## config.mk

```make
export PLATFORM = sky130hd
export DESIGN_NAME = boot_handover_arbiter_flat
export DESIGN_NICKNAME = d
export VERILOG_FILES = /design/src/rtl/boot_handover_arbiter_pkg.sv /design/src/rtl/boot_handover_arbiter_if.sv /design/src/rtl/boot_handover_arbiter_delay_counter.sv /design/src/rtl/boot_handover_arbiter.sv /design/src/flat_wrapper.sv
export SDC_FILE = /design/constraint.sdc
export NUM_CORES = 1
export LEC_CHECK = 0
export ABC_CLOCK_PERIOD_IN_PS = 2300
export BUFFER_PORTS_ARGS = -buffer_cell sky130_fd_sc_hd__buf_2
export CAP_MARGIN = 40
export CORE_AREA = 2 2 110 112
export CTS_CLUSTER_SIZE = 8
export DETAILED_ROUTE_END_ITERATION = 10
export DIE_AREA = 0 0 112 114
export PLACE_DENSITY = 0.76
export SYNTH_ARGS = -nofsm -noshare
export SYNTH_HDL_FRONTEND = slang
export SYNTH_SLANG_ARGS = --single-unit
```

## constraint.sdc

```tcl
create_clock -name CLK -period 2.3 [get_ports CLK]
set_input_delay 0.23 -clock CLK [delete_from_list [all_inputs] [get_ports CLK]]
set_output_delay 0.23 -clock CLK [all_outputs]
set_load 0.01 [all_outputs]
```

## src/rtl/boot_handover_arbiter_pkg.sv

```systemverilog
// Shared types for the boot handover arbiter: FSM encoding and ownership helper.
package boot_handover_arbiter_pkg;

    localparam int STATE_W = 3;

    typedef enum logic [STATE_W-1:0] {
        S_BOOT    = 3'd0,
        S_DRAIN   = 3'd1,
        S_DELAY   = 3'd2,
        S_RUN     = 3'd3,
        S_QUIESCE = 3'd4
    } state_t;

    // The core owns the muxed ports from DELAY onward, until it returns to BOOT.
    function automatic logic core_owns(input state_t st);
        return (st == S_DELAY) || (st == S_RUN) || (st == S_QUIESCE);
    endfunction

endpackage

```

## src/rtl/boot_handover_arbiter_if.sv

```systemverilog
// Bundle of bootloader, controller, memory and IO signals around the arbiter.
// Handshake: an IO request is accepted in any cycle where
// (io_read_req | io_write_req) & io_ready is 1; it stays outstanding until io_done.
interface boot_handover_arbiter_if
    import boot_handover_arbiter_pkg::*;
#(
    parameter int ADDR_W = 32,
    parameter int DATA_W = 32,
    parameter int IO_W   = 8,
    parameter int ERR_W  = 4
);
    logic [ADDR_W-1:0]   boot_inst_addr;
    logic [DATA_W-1:0]   boot_inst_wdata;
    logic [DATA_W/8-1:0] boot_inst_we;
    logic                boot_inst_en;
    logic                boot_io_read_req;
    logic                boot_done;
    logic [ADDR_W-1:0]   boot_entry;
    logic [ERR_W-1:0]    boot_err;
    logic [ADDR_W-1:0]   core_inst_addr;
    logic                core_inst_en;
    logic                core_io_read_req;
    logic                core_io_write_req;
    logic [IO_W-1:0]     core_io_wdata;
    logic [ERR_W-1:0]    core_err;
    logic                reboot_req;
    logic                io_ready;
    logic                io_done;
    logic [ADDR_W-1:0]   inst_addr;
    logic [DATA_W-1:0]   inst_wdata;
    logic [DATA_W/8-1:0] inst_we;
    logic                inst_en;
    logic                io_read_req;
    logic                io_write_req;
    logic [IO_W-1:0]     io_wdata;
    logic                core_run;
    logic [ADDR_W-1:0]   core_entry;
    logic                boot_restart;
    logic                boot_ready;
    logic [2*ERR_W-1:0]  err;
    logic [STATE_W-1:0]  state;

    modport master (
        input  boot_inst_addr, boot_inst_wdata, boot_inst_we, boot_inst_en,
               boot_io_read_req, boot_done, boot_entry, boot_err,
               core_inst_addr, core_inst_en, core_io_read_req, core_io_write_req,
               core_io_wdata, core_err, reboot_req, io_ready, io_done,
        output inst_addr, inst_wdata, inst_we, inst_en, io_read_req, io_write_req,
               io_wdata, core_run, core_entry, boot_restart, boot_ready, err, state
    );

    modport slave (
        output boot_inst_addr, boot_inst_wdata, boot_inst_we, boot_inst_en,
               boot_io_read_req, boot_done, boot_entry, boot_err,
               core_inst_addr, core_inst_en, core_io_read_req, core_io_write_req,
               core_io_wdata, core_err, reboot_req, io_ready, io_done,
        input  inst_addr, inst_wdata, inst_we, inst_en, io_read_req, io_write_req,
               io_wdata, core_run, core_entry, boot_restart, boot_ready, err, state
    );
endinterface

```

## src/rtl/boot_handover_arbiter_delay_counter.sv

```systemverilog
// Settle-delay counter: counts while start is high, flags the last cycle, never wraps.
module handover_delay_counter #(
    parameter int CNT_W          = 32,
    parameter int HANDOVER_DELAY = 16
) (
    input  logic             clk,
    input  logic             rstn,
    input  logic             start,
    input  logic             clear,
    output logic             expire,
    output logic [CNT_W-1:0] cnt
);
    // With a zero delay the counter is never started, so the compare value is moot.
    localparam logic [CNT_W-1:0] LAST = (HANDOVER_DELAY > 0) ? CNT_W'(HANDOVER_DELAY - 1) : '0;

    assign expire = start && (cnt == LAST);

    // Count up from 0 while started; return to 0 on expiry or when cleared.
    always_ff @(posedge clk) begin
        if (!rstn) begin
            cnt <= '0;
        end else if (clear || expire) begin
            cnt <= '0;
        end else if (start) begin
            cnt <= cnt + CNT_W'(1);
        end
    end
endmodule

```

## src/rtl/boot_handover_arbiter.sv

```systemverilog
// Hands the instruction-memory write port and byte IO port from the bootloader to
// the core controller (boot, IO drain, settle delay, run) and back on soft reboot.
module boot_handover_arbiter
    import boot_handover_arbiter_pkg::*;
#(
    parameter int ADDR_W         = 32,
    parameter int DATA_W         = 32,
    parameter int IO_W           = 8,
    parameter int ERR_W          = 4,
    parameter int HANDOVER_DELAY = 16,
    parameter int CNT_W          = 32
) (
    input logic                     CLK,
    input logic                     RSTN,
    boot_handover_arbiter_if.master bus
);
    state_t              state_q;
    state_t              state_d;
    logic                outstanding;
    logic                cnt_expire;
    logic [CNT_W-1:0]    cnt;
    logic [ADDR_W-1:0]   core_entry_q;
    logic                boot_restart_q;
    logic [ADDR_W-1:0]   inst_addr;
    logic [DATA_W-1:0]   inst_wdata;
    logic [DATA_W/8-1:0] inst_we;
    logic                inst_en;
    logic                io_rd;
    logic                io_wr;
    logic [IO_W-1:0]     io_wdata;
    logic                core_run;

    handover_delay_counter #(
        .CNT_W          (CNT_W),
        .HANDOVER_DELAY (HANDOVER_DELAY)
    ) u_cnt (
        .clk    (CLK),
        .rstn   (RSTN),
        .start  (state_q == S_DELAY),
        .clear  (state_q != S_DELAY),
        .expire (cnt_expire),
        .cnt    (cnt)
    );

    // State register.
    always_ff @(posedge CLK) begin
        if (!RSTN) begin
            state_q <= S_BOOT;
        end else begin
            state_q <= state_d;
        end
    end

    // Next-state logic; boot_done and reboot_req only matter in BOOT and RUN.
    always_comb begin
        state_d = state_q;
        case (state_q)
            S_BOOT:    if (bus.boot_done) state_d = S_DRAIN;
            S_DRAIN:   if (!outstanding) state_d = (HANDOVER_DELAY == 0) ? S_RUN : S_DELAY;
            S_DELAY:   if (cnt_expire) state_d = S_RUN;
            S_RUN:     if (bus.reboot_req) state_d = S_QUIESCE;
            S_QUIESCE: if (!outstanding) state_d = S_BOOT;
            default:   state_d = S_BOOT;
        endcase
    end

    // Ownership muxes, decoded from the registered state only.
    always_comb begin
        inst_addr  = bus.boot_inst_addr;
        inst_wdata = bus.boot_inst_wdata;
        inst_we    = '0;
        inst_en    = 1'b0;
        io_rd      = 1'b0;
        io_wr      = 1'b0;
        io_wdata   = '0;
        core_run   = 1'b0;
        case (state_q)
            S_BOOT: begin
                inst_we = bus.boot_inst_we;
                inst_en = bus.boot_inst_en;
                io_rd   = bus.boot_io_read_req;
            end
            S_DRAIN: begin
                inst_we = bus.boot_inst_we;
                inst_en = bus.boot_inst_en;
            end
            S_DELAY: begin
                inst_addr  = bus.core_inst_addr;
                inst_wdata = '0;
                inst_en    = bus.core_inst_en;
            end
            S_RUN: begin
                inst_addr  = bus.core_inst_addr;
                inst_wdata = '0;
                inst_en    = bus.core_inst_en;
                io_rd      = bus.core_io_read_req;
                io_wr      = bus.core_io_write_req;
                io_wdata   = bus.core_io_wdata;
                core_run   = 1'b1;
            end
            S_QUIESCE: begin
                inst_addr  = bus.core_inst_addr;
                inst_wdata = '0;
            end
            default: ;
        endcase
    end

    // Outstanding IO tracker; a new acceptance wins over a same-cycle completion.
    always_ff @(posedge CLK) begin
        if (!RSTN) begin
            outstanding <= 1'b0;
        end else if ((io_rd || io_wr) && bus.io_ready) begin
            outstanding <= 1'b1;
        end else if (bus.io_done) begin
            outstanding <= 1'b0;
        end
    end

    // Entry point latch and the one-cycle restart pulse on QUIESCE -> BOOT.
    always_ff @(posedge CLK) begin
        if (!RSTN) begin
            core_entry_q   <= '0;
            boot_restart_q <= 1'b0;
        end else begin
            if (state_q == S_BOOT && bus.boot_done) begin
                core_entry_q <= bus.boot_entry;
            end
            boot_restart_q <= (state_q == S_QUIESCE) && !outstanding;
        end
    end

    assign bus.inst_addr    = inst_addr;
    assign bus.inst_wdata   = inst_wdata;
    assign bus.inst_we      = inst_we;
    assign bus.inst_en      = inst_en;
    assign bus.io_read_req  = io_rd;
    assign bus.io_write_req = io_wr;
    assign bus.io_wdata     = io_wdata;
    assign bus.core_run     = core_run;
    assign bus.core_entry   = core_entry_q;
    assign bus.boot_restart = boot_restart_q;
    assign bus.boot_ready   = core_owns(state_q);
    assign bus.err          = {bus.core_err, bus.boot_err};
    assign bus.state        = state_q;
endmodule
```

## src/flat_wrapper.sv

```systemverilog
// flat-port wrapper written by rule: the top's interface ports become plain ports
module boot_handover_arbiter_flat import boot_handover_arbiter_pkg::*;
#(
    parameter int ADDR_W         = 32,
    parameter int DATA_W         = 32,
    parameter int IO_W           = 8,
    parameter int ERR_W          = 4,
    parameter int HANDOVER_DELAY = 16,
    parameter int CNT_W          = 32
)
  (CLK, RSTN, bus_boot_inst_addr, bus_boot_inst_wdata, bus_boot_inst_we, bus_boot_inst_en, bus_boot_io_read_req, bus_boot_done, bus_boot_entry, bus_boot_err, bus_core_inst_addr, bus_core_inst_en, bus_core_io_read_req, bus_core_io_write_req, bus_core_io_wdata, bus_core_err, bus_reboot_req, bus_io_ready, bus_io_done, bus_inst_addr, bus_inst_wdata, bus_inst_we, bus_inst_en, bus_io_read_req, bus_io_write_req, bus_io_wdata, bus_core_run, bus_core_entry, bus_boot_restart, bus_boot_ready, bus_err, bus_state);
  boot_handover_arbiter_if #(.ADDR_W(ADDR_W), .DATA_W(DATA_W), .IO_W(IO_W), .ERR_W(ERR_W)) bus_i ();
  input logic CLK;
  input logic RSTN;
  input wire logic [$bits(bus_i.boot_inst_addr)-1:0] bus_boot_inst_addr;
  input wire logic [$bits(bus_i.boot_inst_wdata)-1:0] bus_boot_inst_wdata;
  input wire logic [$bits(bus_i.boot_inst_we)-1:0] bus_boot_inst_we;
  input wire logic [$bits(bus_i.boot_inst_en)-1:0] bus_boot_inst_en;
  input wire logic [$bits(bus_i.boot_io_read_req)-1:0] bus_boot_io_read_req;
  input wire logic [$bits(bus_i.boot_done)-1:0] bus_boot_done;
  input wire logic [$bits(bus_i.boot_entry)-1:0] bus_boot_entry;
  input wire logic [$bits(bus_i.boot_err)-1:0] bus_boot_err;
  input wire logic [$bits(bus_i.core_inst_addr)-1:0] bus_core_inst_addr;
  input wire logic [$bits(bus_i.core_inst_en)-1:0] bus_core_inst_en;
  input wire logic [$bits(bus_i.core_io_read_req)-1:0] bus_core_io_read_req;
  input wire logic [$bits(bus_i.core_io_write_req)-1:0] bus_core_io_write_req;
  input wire logic [$bits(bus_i.core_io_wdata)-1:0] bus_core_io_wdata;
  input wire logic [$bits(bus_i.core_err)-1:0] bus_core_err;
  input wire logic [$bits(bus_i.reboot_req)-1:0] bus_reboot_req;
  input wire logic [$bits(bus_i.io_ready)-1:0] bus_io_ready;
  input wire logic [$bits(bus_i.io_done)-1:0] bus_io_done;
  output wire logic [$bits(bus_i.inst_addr)-1:0] bus_inst_addr;
  output wire logic [$bits(bus_i.inst_wdata)-1:0] bus_inst_wdata;
  output wire logic [$bits(bus_i.inst_we)-1:0] bus_inst_we;
  output wire logic [$bits(bus_i.inst_en)-1:0] bus_inst_en;
  output wire logic [$bits(bus_i.io_read_req)-1:0] bus_io_read_req;
  output wire logic [$bits(bus_i.io_write_req)-1:0] bus_io_write_req;
  output wire logic [$bits(bus_i.io_wdata)-1:0] bus_io_wdata;
  output wire logic [$bits(bus_i.core_run)-1:0] bus_core_run;
  output wire logic [$bits(bus_i.core_entry)-1:0] bus_core_entry;
  output wire logic [$bits(bus_i.boot_restart)-1:0] bus_boot_restart;
  output wire logic [$bits(bus_i.boot_ready)-1:0] bus_boot_ready;
  output wire logic [$bits(bus_i.err)-1:0] bus_err;
  output wire logic [$bits(bus_i.state)-1:0] bus_state;
  assign bus_i.boot_inst_addr = bus_boot_inst_addr;
  assign bus_i.boot_inst_wdata = bus_boot_inst_wdata;
  assign bus_i.boot_inst_we = bus_boot_inst_we;
  assign bus_i.boot_inst_en = bus_boot_inst_en;
  assign bus_i.boot_io_read_req = bus_boot_io_read_req;
  assign bus_i.boot_done = bus_boot_done;
  assign bus_i.boot_entry = bus_boot_entry;
  assign bus_i.boot_err = bus_boot_err;
  assign bus_i.core_inst_addr = bus_core_inst_addr;
  assign bus_i.core_inst_en = bus_core_inst_en;
  assign bus_i.core_io_read_req = bus_core_io_read_req;
  assign bus_i.core_io_write_req = bus_core_io_write_req;
  assign bus_i.core_io_wdata = bus_core_io_wdata;
  assign bus_i.core_err = bus_core_err;
  assign bus_i.reboot_req = bus_reboot_req;
  assign bus_i.io_ready = bus_io_ready;
  assign bus_i.io_done = bus_io_done;
  assign bus_inst_addr = bus_i.inst_addr;
  assign bus_inst_wdata = bus_i.inst_wdata;
  assign bus_inst_we = bus_i.inst_we;
  assign bus_inst_en = bus_i.inst_en;
  assign bus_io_read_req = bus_i.io_read_req;
  assign bus_io_write_req = bus_i.io_write_req;
  assign bus_io_wdata = bus_i.io_wdata;
  assign bus_core_run = bus_i.core_run;
  assign bus_core_entry = bus_i.core_entry;
  assign bus_boot_restart = bus_i.boot_restart;
  assign bus_boot_ready = bus_i.boot_ready;
  assign bus_err = bus_i.err;
  assign bus_state = bus_i.state;
  boot_handover_arbiter #(.ADDR_W(ADDR_W), .DATA_W(DATA_W), .IO_W(IO_W), .ERR_W(ERR_W), .HANDOVER_DELAY(HANDOVER_DELAY), .CNT_W(CNT_W)) u_core (.CLK(CLK), .RSTN(RSTN), .bus(bus_i));
endmodule
```

==> results.cfg <==
[status]
outcome = completed

[critical_path]
reg2regPathDepth = 5
crit_fanout = 32
critPathKind = reg2out
reg2reg_setup_slack_ps = 190
worstPathArrival_ps = 1940
cp_data_required_time_ps = 2070
cp-start-kind = register
reg2reg_from = u_core.bus.state[1]
critical_path.endpoint_type = primary output
cp_cell_sequence = buf_4 -> nor2_1 -> mux2i_4 -> buf_12 -> mux2_2 -> buf_2
max_stage_delay_ps = 420
crit_buf_inv = 3
cp_top_family = multiplexers
crit_slowest_cell = mux2_2
r2r_end = u_core.u_cnt.cnt[28]

[cts]
hold_buffers = 0
post_cts_buffers = 0
cts_sinks = 69
clockRootBuffer = clkbuf_16
htreeDepth = 3
clk_pin_slew_ps = 60
cts_buffers = 9
clockBufferDepth = 2
cts_tree = built
clock_latency_ps = 340
cts_resized = 0

[yosys]
yosys.cell_count.top_type = nand2_1
synth_warnings = 0
synthFlopType = dfxtp_1
syn_area_mm2 = 0.00389
async_reset_ff_share_pct = 0
syn_nets = 628
syn_inst = 468
synthTopCellsByCount = 76 x nand2_1, 69 x dfxtp_1, 47 x and2_1
synth_edf_count = 0
yosysTopAreaCellShare_pct = 35.5
avgSynthCellArea_um2 = 8.31
seq_area_frac_synth_pct = 35.5
yosysTopAreaCell = dfxtp_1
ys_seq_elements = 69
ys_top_cells_by_area = dfxtp_1 35%, mux2_2 9.3%, and2_1 7.6%, nand2_1 7.3%, a21boi_0 5.6%
synth_cell_types = 45

[sta]
skew_ps = 7.97
hold_violations = 0
rsz0062_at_grt = false
drv_slew = 0
fmax_ghz = 0.460
holdWs_ps = 126
tns_ps = 0
final-setup-viol-count = 0
slew-limit-headroom_pct = 65.7
max_slew.worst_pin.slew_ps = 510
period_share_pct = 94.4
post-route-min-period_ps = 2170

[finish]
regArea_mm2 = 0.00138
final_nets = 879
syn2layout_area_growth_pct = 44.7
fillers = 1196
multiInputGateArea_mm2 = 0.00230
drive_gt1_share_pct = 46.2
antenna_cells = 0

[worst_hold_path]
worst_hold_path.num_cells = 3
worstHoldEndpoint = u_core.bus.core_entry[23]
hold_path.class = in2reg
holdCritStartpoint = bus_boot_entry[23]

[route]
wl_per_cell_um = 19.3
vias = 4327
ant_nets = 0
via_per_inst = 4.97
wl_mm = 16.8
dr.pass1.iters = 4
drt_iter0_markers = 222
route.detailed.drc = 0

[die]
start_util_pct = 33.2
die_w_um = 112
boundaryPins = 284
die-area_mm2 = 0.0128
die_height_um = 114
rows = 40
core-area_mm2 = 0.0117

[grt]
grt_pass1_wl_mm = 24.0
grt_pass1_vias = 4111
antenna_found_initial = 1
grt_usage_pct = 25.4
overflow = 0
grt_max_degree = 39

[power_and_ir_drop]
power_density_mw_per_mm2 = 687
leakage_uw = 0.00255
max-vdd-ir-drop_mv = 0.693

[place]
gp_congestion = 0.901
hpwl_mm = 13.8
io_buffers = 267

[flow_run]
drv_cap = 0
-- cell families (layout without fill, tap and decap cells) --
group | Yosys count | in the layout | share of synthesized area [%]
xor+xnor | 8 | 8 | 1.80
buf+inv | 46 | 301 | 5.95
fa+ha+maj | 1 | 1 | 0.321
flops | 69 | 69 | 35.5
simple gates | 224 | 224 | 31.9
compound gates | 84 | 84 | 14.2
mux | 36 | 36 | 10.3
-- tightest hold or removal path: cells and delay by family --
family,cells,cell delay [ps]
AND/OR/NAND/NOR,1,40
AO/OA/AOI/OAI,1,50
buffers and inverters,1,100
-- layout by cell type (no fill, tap or decap), types with 2 or more instances in the layout --
cell type / synthesis / routed
buf_2: 11 / 267
nand2_1: 76 / 76
dfxtp_1: 69 / 68
and2_1: 47 / 47
mux2_2: 32 / 32
a21boi_0: 29 / 29
a21oi_1: 22 / 22
nor2_1: 19 / 19
nand4_1: 17 / 17
buf_4: 10 / 13
nand3_1: 11 / 11
o21ai_0: 11 / 11
o31ai_1: 10 / 10
or4_1: 10 / 10
clkbuf_16: 0 / 9
and4_1: 6 / 6
inv_1: 5 / 5
nor4_1: 5 / 5
nor3_1: 5 / 5
or3_1: 5 / 5
a21boi_1: 5 / 5
and3_1: 4 / 4
or4b_1: 4 / 4
xnor2_1: 4 / 4
xor2_1: 4 / 4
mux2i_1: 4 / 3
nor4b_1: 3 / 3
o41ai_1: 3 / 3
nand4_2: 2 / 2
nand4bb_1: 2 / 2
clkinv_2: 0 / 2
-- per-stage QoR --
stage          total power (uW)  std cells  worst slack [ps]  util, %  area (um2)
6_report                   3870        870               128     48.1        5630
3_3_place_gp               2510        855               293     45.6        5340
5_1_grt                    4050        870              8.55     48.1        5630
4_1_cts                    3890        870              40.5     48.1        5630
3_5_place_dp               2520        855               256     45.6        5340
2_1_floorplan              1960        468               451        -        3890
-- report_power, final --
part	internal, uW	switching [uW]
Combinational	532	652
Sequential	1270	40.0
Clock	860	513
Total	2660	1210
-- how the worst max path moves through the flow --
stage | slack (ps) | startpoint | end | cells after the start
floorplan | 450 | u_core.bus.state[2] | bus_inst_addr[14] | 5
global placement | 290 | u_core.bus.state[2] | u_core.u_cnt.cnt[17] | 5
detailed placement | 260 | u_core.bus.state[2] | u_core.u_cnt.cnt[15] | 5
CTS | 40 | u_core.bus.state[2] | bus_inst_addr[1] | 4
global route | 9 | u_core.bus.state[0] | bus_inst_addr[1] | 6
finish | 130 | u_core.bus.state[0] | bus_inst_addr[31] | 6
-- sequential cells by signal, summed over array words and instances (netlist names) --
signal	flops
u_core.bus.boot_restart	1
u_core.bus.core_entry	32
u_core.bus.state	3
u_core.outstanding	1
u_core.u_cnt.cnt	32
-- final cells by class --
type,count,area share (%)
clock buffers,11,4.31
clock inverters,4,0.867
inverters,5,0.333
well taps,147,3.27
multi-input cells,353,40.8
repair buffers,281,25.8
flip-flops and latches,69,24.6
-- metal layers --
layer | track usage [%] | part of all wire [%]
met5 | 0 | 0
met4 | 5.37 | 1.9
met3 | 7.55 | 6.3
met2 | 45.9 | 52
met1 | 29.9 | 40
Note: power is estimated with default switching activity, not from simulation.
